<file path="src/rtl/fetch_queue.sv">
// ---------------------------------------------------------------------------
// fetch_queue
//
// Instruction-fetch front end sitting directly upstream of EXECUTE. A PC
// generator issues in-order, word-aligned requests to a variable-latency
// instruction memory. Returned instructions are buffered with their PCs in a
// small prefetch FIFO and are handed to EXECUTE under a valid/ready handshake.
// A redirect (taken branch / jump target) flushes everything in flight.
//
// Handshakes:
//   - IMEM request: a request transfers on a rising edge where
//     imem_req && imem_gnt. While imem_req=1 and imem_gnt=0, imem_addr is
//     held. The only exception is a redirect, which withdraws the request.
//   - IMEM response: imem_rvalid is a one-cycle pulse per response. Responses
//     come back in request order.
//   - EXECUTE: an instruction transfers on a rising edge where
//     inst_valid && x_ready. inst_out and pc_out stay stable while
//     inst_valid=1 and x_ready=0.
//
// Parameters:
//   DEPTH            prefetch FIFO entries (power of two, >= 2)
//   MAX_OUTSTANDING  requests granted but not yet answered (1..DEPTH)
//   RESET_PC         first fetch address after reset
//
// Ports:
//   clk          in   clock, all state updates on the rising edge
//   rst          in   asynchronous, active-low reset
//   imem_req     out  fetch request valid
//   imem_addr    out  fetch address (word aligned)
//   imem_gnt     in   request accepted this cycle when imem_req=1
//   imem_rvalid  in   response valid (in request order)
//   imem_rdata   in   fetched instruction
//   redir_valid  in   redirect fetch this cycle
//   redir_pc     in   redirect target, bits [1:0] ignored
//   inst_valid   out  inst_out/pc_out hold a valid instruction
//   x_ready      in   EXECUTE accepts the instruction this cycle
//   inst_out     out  instruction to EXECUTE
//   pc_out       out  PC of inst_out
//   q_empty      out  FIFO holds no entries (status/debug)
//
// Optional feature:
//   FETCH_QUEUE_BYPASS_EN  When defined, a response arriving while the FIFO
//                          is empty (and nothing is stale, no redirect) is
//                          presented to EXECUTE in the same cycle. If it is
//                          accepted, it never enters the FIFO.
// ---------------------------------------------------------------------------
module fetch_queue #(
    parameter int          DEPTH           = 4,
    parameter int          MAX_OUTSTANDING = 2,
    parameter logic [31:0] RESET_PC        = 32'h0000_0000
) (
    input  logic        clk,
    input  logic        rst,
    output logic        imem_req,
    output logic [31:0] imem_addr,
    input  logic        imem_gnt,
    input  logic        imem_rvalid,
    input  logic [31:0] imem_rdata,
    input  logic        redir_valid,
    input  logic [31:0] redir_pc,
    output logic        inst_valid,
    input  logic        x_ready,
    output logic [31:0] inst_out,
    output logic [31:0] pc_out,
    output logic        q_empty
);

    localparam int PW = (DEPTH > 1) ? $clog2(DEPTH) : 1;
    localparam int CW = $clog2(DEPTH + 1);
    localparam int OW = $clog2(MAX_OUTSTANDING + 1);
    localparam int TW = (MAX_OUTSTANDING > 1) ? $clog2(MAX_OUTSTANDING) : 1;
    // occupancy + outstanding never exceeds 2*DEPTH, so one extra bit suffices
    localparam int SW = CW + 1;

    localparam logic [OW-1:0] MAX_OUT_C = OW'(MAX_OUTSTANDING);
    localparam logic [SW-1:0] DEPTH_S   = SW'(DEPTH);
    localparam logic [TW-1:0] TAG_LAST  = TW'(MAX_OUTSTANDING - 1);

    // ------------------------------------------------------------------
    // State
    // ------------------------------------------------------------------
    logic [31:0]   fetch_pc_q, fetch_pc_d;

    logic [31:0]   pc_mem_q   [DEPTH];
    logic [31:0]   inst_mem_q [DEPTH];
    logic [PW-1:0] rd_ptr_q, rd_ptr_d;
    logic [PW-1:0] wr_ptr_q, wr_ptr_d;
    logic [CW-1:0] count_q, count_d;

    logic [OW-1:0] out_q, out_d;
    logic [OW-1:0] stale_q, stale_d;

    // In-order PCs of granted, non-stale requests; the head belongs to the
    // next live response.
    logic [31:0]   tag_mem_q [MAX_OUTSTANDING];
    logic [TW-1:0] tag_rd_q, tag_rd_d;
    logic [TW-1:0] tag_wr_q, tag_wr_d;

    // ------------------------------------------------------------------
    // Combinational control
    // ------------------------------------------------------------------
    logic        fifo_empty;
    logic        req_fire;
    logic        resp_live;
    logic        resp_drop;
    logic        push;
    logic        pop;
    logic        bypass_take;
    logic [31:0] tag_head;
    logic [31:0] head_pc;
    logic [31:0] head_inst;
    logic [SW-1:0] credit_sum;

    // The target is forced to word alignment, so its low bits are unused.
    logic        unused_redir_lsb;
    assign unused_redir_lsb = ^redir_pc[1:0];

    assign fifo_empty = (count_q == '0);
    assign q_empty    = fifo_empty;
    assign tag_head   = tag_mem_q[tag_rd_q];
    assign head_pc    = pc_mem_q[rd_ptr_q];
    assign head_inst  = inst_mem_q[rd_ptr_q];
    assign credit_sum = SW'(count_q) + SW'(out_q);

    // Every request reserves a FIFO slot up front, so a response can always
    // be pushed. Gating with rst keeps the request low while held in reset.
    assign imem_req  = rst && !redir_valid && (out_q < MAX_OUT_C) &&
                       (credit_sum < DEPTH_S);
    assign imem_addr = fetch_pc_q;
    assign req_fire  = imem_req && imem_gnt;

    // A response during a redirect is discarded; the redirect accounts for it
    // when computing the new stale count.
    assign resp_live = imem_rvalid && !redir_valid && (stale_q == '0);
    assign resp_drop = imem_rvalid && !redir_valid && (stale_q != '0);

`ifdef FETCH_QUEUE_BYPASS_EN
    logic bypass;
    assign bypass      = fifo_empty && resp_live;
    assign bypass_take = bypass && x_ready;

    always_comb begin
        inst_valid = !fifo_empty && !redir_valid;
        inst_out   = head_inst;
        pc_out     = head_pc;
        if (bypass) begin
            inst_valid = 1'b1;
            inst_out   = imem_rdata;
            pc_out     = tag_head;
        end
    end
`else
    assign bypass_take = 1'b0;

    always_comb begin
        inst_valid = !fifo_empty && !redir_valid;
        inst_out   = head_inst;
        pc_out     = head_pc;
    end
`endif

    // Only a buffered entry is popped; a bypassed response is consumed
    // without touching the FIFO.
    assign pop  = !fifo_empty && !redir_valid && x_ready;
    assign push = resp_live && !bypass_take;

    function automatic logic [TW-1:0] tag_inc(input logic [TW-1:0] p);
        if (p == TAG_LAST) begin
            return '0;
        end
        return p + TW'(1);
    endfunction

    // ------------------------------------------------------------------
    // Next-state logic
    // ------------------------------------------------------------------
    always_comb begin
        fetch_pc_d = fetch_pc_q;
        rd_ptr_d   = rd_ptr_q;
        wr_ptr_d   = wr_ptr_q;
        count_d    = count_q;
        out_d      = out_q;
        stale_d    = stale_q;
        tag_rd_d   = tag_rd_q;
        tag_wr_d   = tag_wr_q;

        // Outstanding tracks the IMEM view and is unaffected by flushes.
        if (req_fire) begin
            out_d = out_d + OW'(1);
        end
        if (imem_rvalid && (out_q != '0)) begin
            out_d = out_d - OW'(1);
        end

        if (redir_valid) begin
            fetch_pc_d = {redir_pc[31:2], 2'b00};
            rd_ptr_d   = '0;
            wr_ptr_d   = '0;
            count_d    = '0;
            tag_rd_d   = '0;
            tag_wr_d   = '0;
            // No request fires during a redirect, so every request still in
            // flight after this cycle's response belongs to the old path.
            stale_d    = out_d;
        end else begin
            if (req_fire) begin
                fetch_pc_d = fetch_pc_q + 32'd4;
                tag_wr_d   = tag_inc(tag_wr_q);
            end
            if (resp_drop) begin
                stale_d = stale_q - OW'(1);
            end
            if (resp_live) begin
                tag_rd_d = tag_inc(tag_rd_q);
            end
            if (push) begin
                wr_ptr_d = wr_ptr_q + PW'(1);
            end
            if (pop) begin
                rd_ptr_d = rd_ptr_q + PW'(1);
            end
            case ({push, pop})
                2'b10:   count_d = count_q + CW'(1);
                2'b01:   count_d = count_q - CW'(1);
                default: count_d = count_q;
            endcase
        end
    end

    // ------------------------------------------------------------------
    // Registers
    // ------------------------------------------------------------------
    always_ff @(posedge clk or negedge rst) begin
        if (!rst) begin
            fetch_pc_q <= RESET_PC;
            rd_ptr_q   <= '0;
            wr_ptr_q   <= '0;
            count_q    <= '0;
            out_q      <= '0;
            stale_q    <= '0;
            tag_rd_q   <= '0;
            tag_wr_q   <= '0;
            for (int i = 0; i < DEPTH; i++) begin
                pc_mem_q[i]   <= '0;
                inst_mem_q[i] <= '0;
            end
            for (int j = 0; j < MAX_OUTSTANDING; j++) begin
                tag_mem_q[j] <= '0;
            end
        end else begin
            fetch_pc_q <= fetch_pc_d;
            rd_ptr_q   <= rd_ptr_d;
            wr_ptr_q   <= wr_ptr_d;
            count_q    <= count_d;
            out_q      <= out_d;
            stale_q    <= stale_d;
            tag_rd_q   <= tag_rd_d;
            tag_wr_q   <= tag_wr_d;
            if (req_fire) begin
                tag_mem_q[tag_wr_q] <= fetch_pc_q;
            end
            if (push) begin
                pc_mem_q[wr_ptr_q]   <= tag_head;
                inst_mem_q[wr_ptr_q] <= imem_rdata;
            end
        end
    end

endmodule

</file>
<file path="config.mk">
export PLATFORM = sky130hd
export DESIGN_NAME = fetch_queue
export DESIGN_NICKNAME = d
export VERILOG_FILES = /design/src/rtl/fetch_queue.sv
export SDC_FILE = /design/constraint.sdc
export NUM_CORES = 1
export LEC_CHECK = 0
export ABC_AREA = 1
export BUFFER_PORTS_ARGS = -buffer_cell sky130_fd_sc_hd__buf_2
export CAP_MARGIN = 20
export CORE_UTILIZATION = 40
export DETAILED_ROUTE_END_ITERATION = 6
export GPL_TIMING_DRIVEN = 0
export PLACE_DENSITY_LB_ADDON = 0.05
export SETUP_SLACK_MARGIN = 0.5
export SLEW_MARGIN = 20
export SYNTH_ARGS = -nofsm -noshare
export SYNTH_HDL_FRONTEND = slang
export SYNTH_SLANG_ARGS = --single-unit
</file>
<file path="constraint.sdc">
create_clock -name clk -period 4 [get_ports clk]
set_input_delay 0.2 -clock clk [delete_from_list [all_inputs] [get_ports clk]]
set_output_delay 0.2 -clock clk [all_outputs]
set_load 0.05 [all_outputs]
</file>
# --- Word level (Yosys, flattened, before mapping) ---
# Cells that the tools add are included.
totals:
  ff_bits: 365
  inputBits: 70
  output_inout_bits: 99
  wordCells: 108
classes:
  addsub: 11
  magnitude_cmp: 8
  n_eq_ne: 2
  muxes: 42
  n_bitwise: 4
  n_reduce_logical: 23
op_table:
  columns: ["op", "count"]
  rows:
  - ["2-to-1 mux 32 bit", 11]
  - ["bitwise mux 128 bit", 2]
  - ["binary-select mux 32 bit (select 2 bit)", 2]
  - ["bitwise mux 64 bit", 1]
  - ["demux 32 bit (select 2 bit)", 1]
  - ["adder 32 x 3 -> 32 bit, second input constant", 1]
  - ["demux 32 bit (select 1 bit)", 1]
  - ["2-to-1 mux 2 bit", 8]
  - ["2-to-1 mux 1 bit", 14]
  - ["logical AND 1 bit", 12]
  - ["nonzero test 2 bit", 6]
  - ["adder 2 x 1 -> 2 bit, second input constant", 3]
  - [">= comparator 3 bit, second input constant", 2]
  - ["inverter 2 -> 3 bit", 2]
  - ["one-hot mux 3 bit (2 select lines)", 1]
  - ["adder 3 x 2 -> 4 bit", 1]
  - [">= comparator 2 bit, second input constant", 2]
  - ["less-than comparator 4 x 3 -> 1 bit, second input constant", 1]
  - ["inverter 1 -> 2 bit", 2]
  - ["subtractor 2 x 1 -> 2 bit, second input constant", 2]
  - ["adder 3 x 1 -> 3 bit, second input constant", 1]
  - ["zero test 3 bit", 1]
  - ["less-than comparator 3 x 1 -> 1 bit, second input constant", 1]
  - ["2-to-1 mux 3 bit", 1]
  - ["9 further kinds", 11]

# --- Longest topological paths before layout ---
# Gate-level depths: netlist (run 1).
logic_depth:
  word_depth: 10
  depth_mapped: 10
  ltp_nobuf: 10

# --- Least setup slack after synthesis (run 1) ---
# OpenSTA, ideal clock, no wires.
synth_path:
  path_type: "register -> output"
  from: "register rd_ptr_q[0]"
  to: "output inst_out[10]"
  arrival_ns: 1.869
  required_time_ns: 3.800
  setup_slack_ns: 1.931
  stages_incl_launch_ff: 7
  path_buffers: 3
  path_cell_list: "dfrtp_1 -> buf_2 -> inv_2 -> clkbuf_1 -> buf_2 -> nor2_1 -> o22ai_1"
synth_via:
  elab_chain_len: 4
synth_lines:
  columns: ["element", "line", "text"]
  rows:
  - ["start, declared", "86", "logic [PW-1:0] rd_ptr_q, rd_ptr_d;"]
  - ["start signal, assigned", "252", "rd_ptr_q <= rd_ptr_d;"]
  - ["inverter 2 -> 3 bit (implied by the code)", "122", "assign head_inst = inst_mem_q[rd_ptr_q];"]
  - ["binary-select mux 32 bit (select 2 bit)", "122", null]
  - ["2-to-1 mux 32 bit (implied by the code) (2 in a row)", "122", null]
  - ["end, declared", "63", "output logic [31:0] inst_out,"]
# Every way passes these cells. The select of a mux whose other input is x is not followed.

# --- Worst setup path after layout (run 1) ---
layout_path:
  from: "register rd_ptr_q[0]"
  to: "output pc_out[14]"
layout_via:
  elab_chain_len: 4
layout_lines:
  columns: ["element", "line", "text"]
  rows:
  - ["inverter 2 -> 3 bit (implied by the code)", "121", "assign head_pc = pc_mem_q[rd_ptr_q];"]
  - ["binary-select mux 32 bit (select 2 bit)", "121", null]
  - ["2-to-1 mux 32 bit (implied by the code) (2 in a row)", "121", null]
  - ["end, declared", "64", "output logic [31:0] pc_out,"]
# Every way passes these cells. The select of a mux whose other input is x is not followed.

==> results of run 1 <==
==> final cells by class <==
type,instances,area (um^2)
Buffer,122,533
Clock buffer,65,1330
Clock inverter,9,124
Fill cell,3994,19900
Inverter,108,408
Multi-Input combinational cell,1475,6430
Sequential cell,351,8780
Tap cell,525,657
Timing Repair Buffer,230,1570
==> report_power, final <==
| part | internal [mW] | leakage, nW | switching, mW |
|---|---|---|---|
| clock | 2.47 | 0.722 | 1.54 |
| combinational | 1.51 | 4.78 | 4.66 |
| sequential | 4.40 | 4.70 | 0.501 |
| total | 8.39 | 10.2 | 6.70 |
==> per-stage QoR <==
step | TNS [ps] | instances
after floorplan | 0 | 2056
after global placement | -1931730 | 2743
after detailed placement | 0 | 2747
after CTS | 0 | 2885
after global routing | 0 | 2885
final | 0 | 2885
==> worst paths after layout <==
kind | startpoint | endpoint
min in group asynchronous | rst | inst_mem_q[17]
setup reg to reg | imem_addr[3] | imem_addr[16]
hold / removal | imem_gnt | imem_addr[18]
hold reg to reg | pc_mem_q[79] | pc_mem_q[79]
max in group asynchronous | rst | tag_mem_q[18]
setup / recovery | rd_ptr_q[0] | pc_out[14]
==> worst max-delay path: cells and delay by family, from the launching register on <==
| kind | cells | cell delay [ps] |
|---|---|---|
| flip-flops | 1 | 330 |
| AO/OA/AOI/OAI | 1 | 390 |
| buffers and inverters | 4 | 1620 |
| AND/OR/NAND/NOR | 1 | 100 |
==> registers in the layout (all words and copies together) (netlist names) <==
name and cells:
inst_mem_q 128, tag_mem_q 60, tag_rd_q 1, imem_addr 30, rd_ptr_q 2, tag_wr_q 1
pc_mem_q 120, count_q 3, out_q 2, stale_q 2, wr_ptr_q 2
==> routing by layer <==
metal	share of wire	routed length [um]	vias to the layer above
met1	0.44	22700	7117
met4	0.033	1680	0
met3	0.043	2220	94
met2	0.48	25000	368
met5	0	0	-
li1	-	-	7134
==> kinds of logic after synthesis <==
| kind of cell | Yosys count | synth area share |
|---|---|---|
| xor+xnor | 12 | 0.00651 |
| fa+ha+maj | 9 | 0.00744 |
| buf+inv | 230 | 0.0583 |
| other cells | 1 | 0.000232 |
| flops | 351 | 0.544 |
| simple gates | 1037 | 0.248 |
| compound gates | 413 | 0.135 |
==> cell usage in the layout, fill, tap and decap left out, drive strengths merged <==
cell type	instances
clkinv	6
o21bai	1
nand3b	2
nor2	167
dlygate4sd3	64
nor3	10
a31oi	2
ha	8
xnor2	2
o31ai	1
o221ai	3
o22ai	63
nand2	808
o211ai	8
dfrtp	351
xor2	10
inv	108
nand3	47
conb	4
clkbuf	135
nand4	3
buf	218
o21ai	334
bufinv	3
a21oi	1
fa	1
==> qor.yml, run 1 <==
status: "completed"
n_antenna_cell: 0
viasPerCell: 5.10
die_area_mm2: 0.0412
vdd_ir_drop_max_mv: 0.376
initial_core_util: 0.406
grt_pass1_vias: 14875
p_leak_nw: 10.2
grt_first_pass_wirelength_mm: 82.2
final_nets: 2409
finalPower_mw: 15.1
crit_chain: "buf_2 > clkbuf_1 > clkbuf_1 > nor2_1 > o22ai_1 > buf_2"
cts_buffers: 42
grt_use_met1: 0.337
end_kind: "output port"
ff2ff_path_depth: 7
setup_viol: 0
clock-sinks: 351
powerDensity_mw_per_mm2: 760
area_delta_synth_final_pct: 22.9
cts_tree: "built"
die_h_um: 203
grt_busiest_layer: "met2"
max_slew_margin: 0.486
design_area_mm2: 0.0198
setup_slack_ps: 789
worstMarginPinSlew_ps: 771
post-route-min-period_ps: 3210
cts_root_buf: "clkbuf_16"
antenna_found_initial: 0
post_synth_num_cell_types: 32
reg2reg_setup_slack_ps: 1770
postSynthAreaPerCell_um2: 7.86
clk_latency_ps: 570
portBuffers: 162
cpMaxStageDelayCell: "clkbuf_1"
whs_path_depth: 3
clkTransAtPathRegs_ps: 60
maxCapViolCount: 0
post-place-ws_ps: 1410
placed_cell_area_mm2: 0.0177
postRouteAntennaNets: 0
drive_above_1_share: 0.126
cpPeakStageDelay_ps: 520
synth_edf_count: 0
synth_ff_type: "dfrtp_1"
holdCritPathClass: "primary input to flop"
synthDominantCellAreaShare: 0.544
wire_per_inst_um: 17.9
cts_max_level: 2
wl_mm: 51.6
yosysTopAreaCell: "dfrtp_1"
met2_usage: 0.431
maxSlewViolCount: 0
async_reset_ff_frac: 1.00
ys_seq_elements: 351
ys_top_cells_by_count: "804 x nand2_1, 351 x dfrtp_1, 266 x o21ai_0"
worstPathMaxFanout: 10
hold_slack_ps: 70.1
dpl.hpwl_mm: 35.2
met3_usage: 0.0313
arrival_ps: 3010
grt_usage: 0.257
num_rows: 73
io_pins: 169
synth.most_common_cell: "nand2_1"
grt_max_degree: 95
cts_setup_buffers: 0
cts_max_path_buffers: 3
core-area_mm2: 0.0397
first_iter_violations: 1040
crit_type: "flop to output port"
fp.dieW_um: 203
final_core_util: 0.499
fin_skew_ps: 20.1
ctsHoldBuffers: 64
fmaxAchievable_mhz: 311
place.gp.congestion: 0.836
route.detailed.drc: 0
yosys_warnings: 0
vias: 14713
rsz0062_at_grt: "false"
cp.required_ps: 3800
hold_violations: 0
netlist_area_mm2: 0.0161
cts_resized: 0
netlist_instances: 2053
cp-start-kind: "flop"
synthTopCellsByArea: "dfrtp_1 54%, nand2_1 19%, o21ai_0 8.2%"
dr.pass1.iters: 5
grt_overflow: 0
seq_area_frac_synth: 0.544
timing.final.crit_share: 0.803
No activity file was read; power rests on OpenSTA's default activity.
==> run 2: changes to the inputs <==
- ABC_AREA: 1 -> 0
- clock period: 4 -> 2.95 ns (I/O delays scaled with it)
==> run 2 against run 1 <==
  * Global-route usage is 5.2 points lower
  * Area after synthesis decreased by 3.5%
  * Routed wire length is 24% lower
  * Die area is 3.4% lower
  * Register-to-register slack worse by 1100 ps
  * Largest cell class unchanged
==> qor.yml, run 2 <==
crit_type: "flop to flop"
synth_compound_area_frac: 0.0654
post-route-min-period_ps: 2320
postRouteAntennaNets: 0
final_core_util: 0.506
pwr-share-clk: 0.268
synthTopCellsByArea: "dfrtp_1 56%, mux2_2 11%, mux4_2 9.0%"
design_area_mm2: 0.0192
antenna_found_initial: 0
dpl.hpwl_mm: 26.5
synthDominantCellAreaShare: 0.563
cts_tree: "built"
ff2ff_path_depth: 8
postSynthAreaPerCell_um2: 13.0
ys_top_cells_by_count: "351 x dfrtp_1, 158 x nand2_1, 156 x mux2_2"
hold_violations: 0
vdd_ir_drop_max_mv: 0.367
reg2reg_setup_slack_ps: 630
maxSlewViolCount: 0
cp-start-kind: "flop"
timing.rr.end: "inst_mem_q[29]"
yosys_warnings: 0
clock-sinks: 351
reg.largest.list: "inst_mem_q (128), pc_mem_q (120), tag_mem_q (60)"
end_kind: "flop"
hold_slack_ps: 114
timing.final.crit_share: 0.788
dr.pass1.iters: 5
num_rows: 71
clkTransAtPathRegs_ps: 60
synth_xor_area_frac: 0.0101
cts_root_buf: "clkbuf_16"
p_seq_frac: 0.364
area_delta_synth_final_pct: 23.3
synth.most_common_cell: "dfrtp_1"
synth_edf_count: 0
rsz0062_at_grt: "true"
crit-reg2reg-launch: "stale_q[0]"
wire_per_inst_um: 19.4
dp_cells: 1877
seq_area_frac_synth: 0.563
worstMarginPinSlew_ps: 885
core-area_mm2: 0.0380
muxShareOfSynthArea: 0.247
io_pins: 169
grt_max_degree: 96
max_slew_margin: 0.410
first_iter_violations: 459
fp.dieW_um: 199
worstPathMaxFanout: 10
initial_core_util: 0.410
async_reset_ff_frac: 1.00
grt_usage: 0.204
synthAdderAreaFrac: 0.00771
post-place-ws_ps: 201
die_h_um: 199
arrival_ps: 2730
yosys.area_share.simple: 0.0798
maxCapViolCount: 0
synth_top_family_by_area: "multiplexers"
grt_pass1_vias: 10855
power_switching_mw: 6.88
regMostFlops: "inst_mem_q"
place.gp.congestion: 0.789
status: "completed"
combPwrFrac: 0.368
die_area_mm2: 0.0398
portBuffers: 161
vias: 10508
drive_above_1_share: 0.342
finalPower_mw: 18.3
setup_slack_ps: 627
tns_ps: 0
wl_mm: 39.1
final_cell_mix: "351 x dfrtp_1, 174 x buf_2, 158 x nand2_1"
clk_latency_ps: 520
powerDensity_mw_per_mm2: 950
ys_seq_elements: 351
grt_overflow: 0
layout.cells.non_filler: 2011
fin_skew_ps: 13.2
internal_power_mw: 11.4
p_leak_nw: 8.98
grt_first_pass_wirelength_mm: 62.5
holdCritPathClass: "primary input to async pin"
placed_cell_area_mm2: 0.0172
switching_share: 0.377
viasPerCell: 5.23
fmaxAchievable_mhz: 430
netlist_area_mm2: 0.0156
synth_ff_type: "dfrtp_1"
largest_register_ffs: 128
setup_viol: 0
post_synth_num_cell_types: 52
route.detailed.drc: 0
cts_setup_buffers: 0
cts_max_path_buffers: 3
cp.required_ps: 3360
cts_max_level: 2
cts_buffers: 40
yosysTopAreaCell: "dfrtp_1"
final_nets: 1553
netlist_instances: 1198
final_common_cell: "dfrtp_1"
## run 2: changes by cell type after synthesis, moves of 9 or more
cell and delta:
o22ai_1 -63, clkbuf_1 -24, mux2_2 +156, mux2_1 +30, mux2i_1 +36, nor2_1 -142, mux4_2 +62, o21ai_0 -137
xnor2_1 +9, inv_1 -92, nand3_1 -24, buf_2 -19, o21ai_1 -54, nand2_1 -646
## run 2: worst max path at each step
stage,from,endpoint,slack (ps),cells past startpoint
2_1_floorplan,count_q[0],inst_valid,650,2
3_3_place_gp,rst,tag_mem_q[54],-5820,5
3_5_place_dp,stale_q[0],inst_mem_q[125],200,8
4_1_cts,rd_ptr_q[0],pc_out[13],500,4
5_1_grt,rd_ptr_q[0],pc_out[30],500,4
6_report,stale_q[0],inst_mem_q[29],630,8
## run 2: cell type report
class                      count  area, um^2
fill                        3458       18800
sequential                   351        8780
tap                          511         639
timing repair buffer         231        1600
buffer                        84         457
clock buffer                  61        1210
multi-input combinational    756        6410
inverter                      10        37.5
clock inverter                 6        80.1
antenna                        1        2.50
## run 2: logic make-up after synthesis
logic type	Yosys count
AOI/OAI and AO/OA	183
xor gates and xnor gates	18
adders and majority gates	9
buffers and inverters	94
DFF	351
muxes	284
other	1
and+or+nand+nor	258
## run 2: worst max-delay path: stages (launching register included)
cell	delay, ps
dfrtp_1	360
inv_1	50
ha_1	250
nand2_1	280
nor2_2	90
nand2_1	110
clkbuf_2	350
clkbuf_4	350
mux2_2	360
## run 2: power by group through the flow
stage               clock, mW  sequential, mW  combinational (mW)
finish                   4.89            6.65                6.72
global route             5.23            6.82                7.21
CTS                      5.04            6.66                6.81
detailed placement          0            6.74                6.70
global placement            0            6.70                6.62
floorplan                   0            6.68                4.98
## run 2: repair_timing
item,4_1_cts,5_1_grt
hold buffers,65,0
setup endpoints to repair,302,262
cloned,0,1
gates resized for setup,21,42
endpoints found under the hold margin,443,0
## run 2: layer usage
metal,global-route usage,routed length (um)
met1,0.287,18200
met2,0.330,18500
met3,0.0285,1450
met4,0.0591,939
met5,0,0
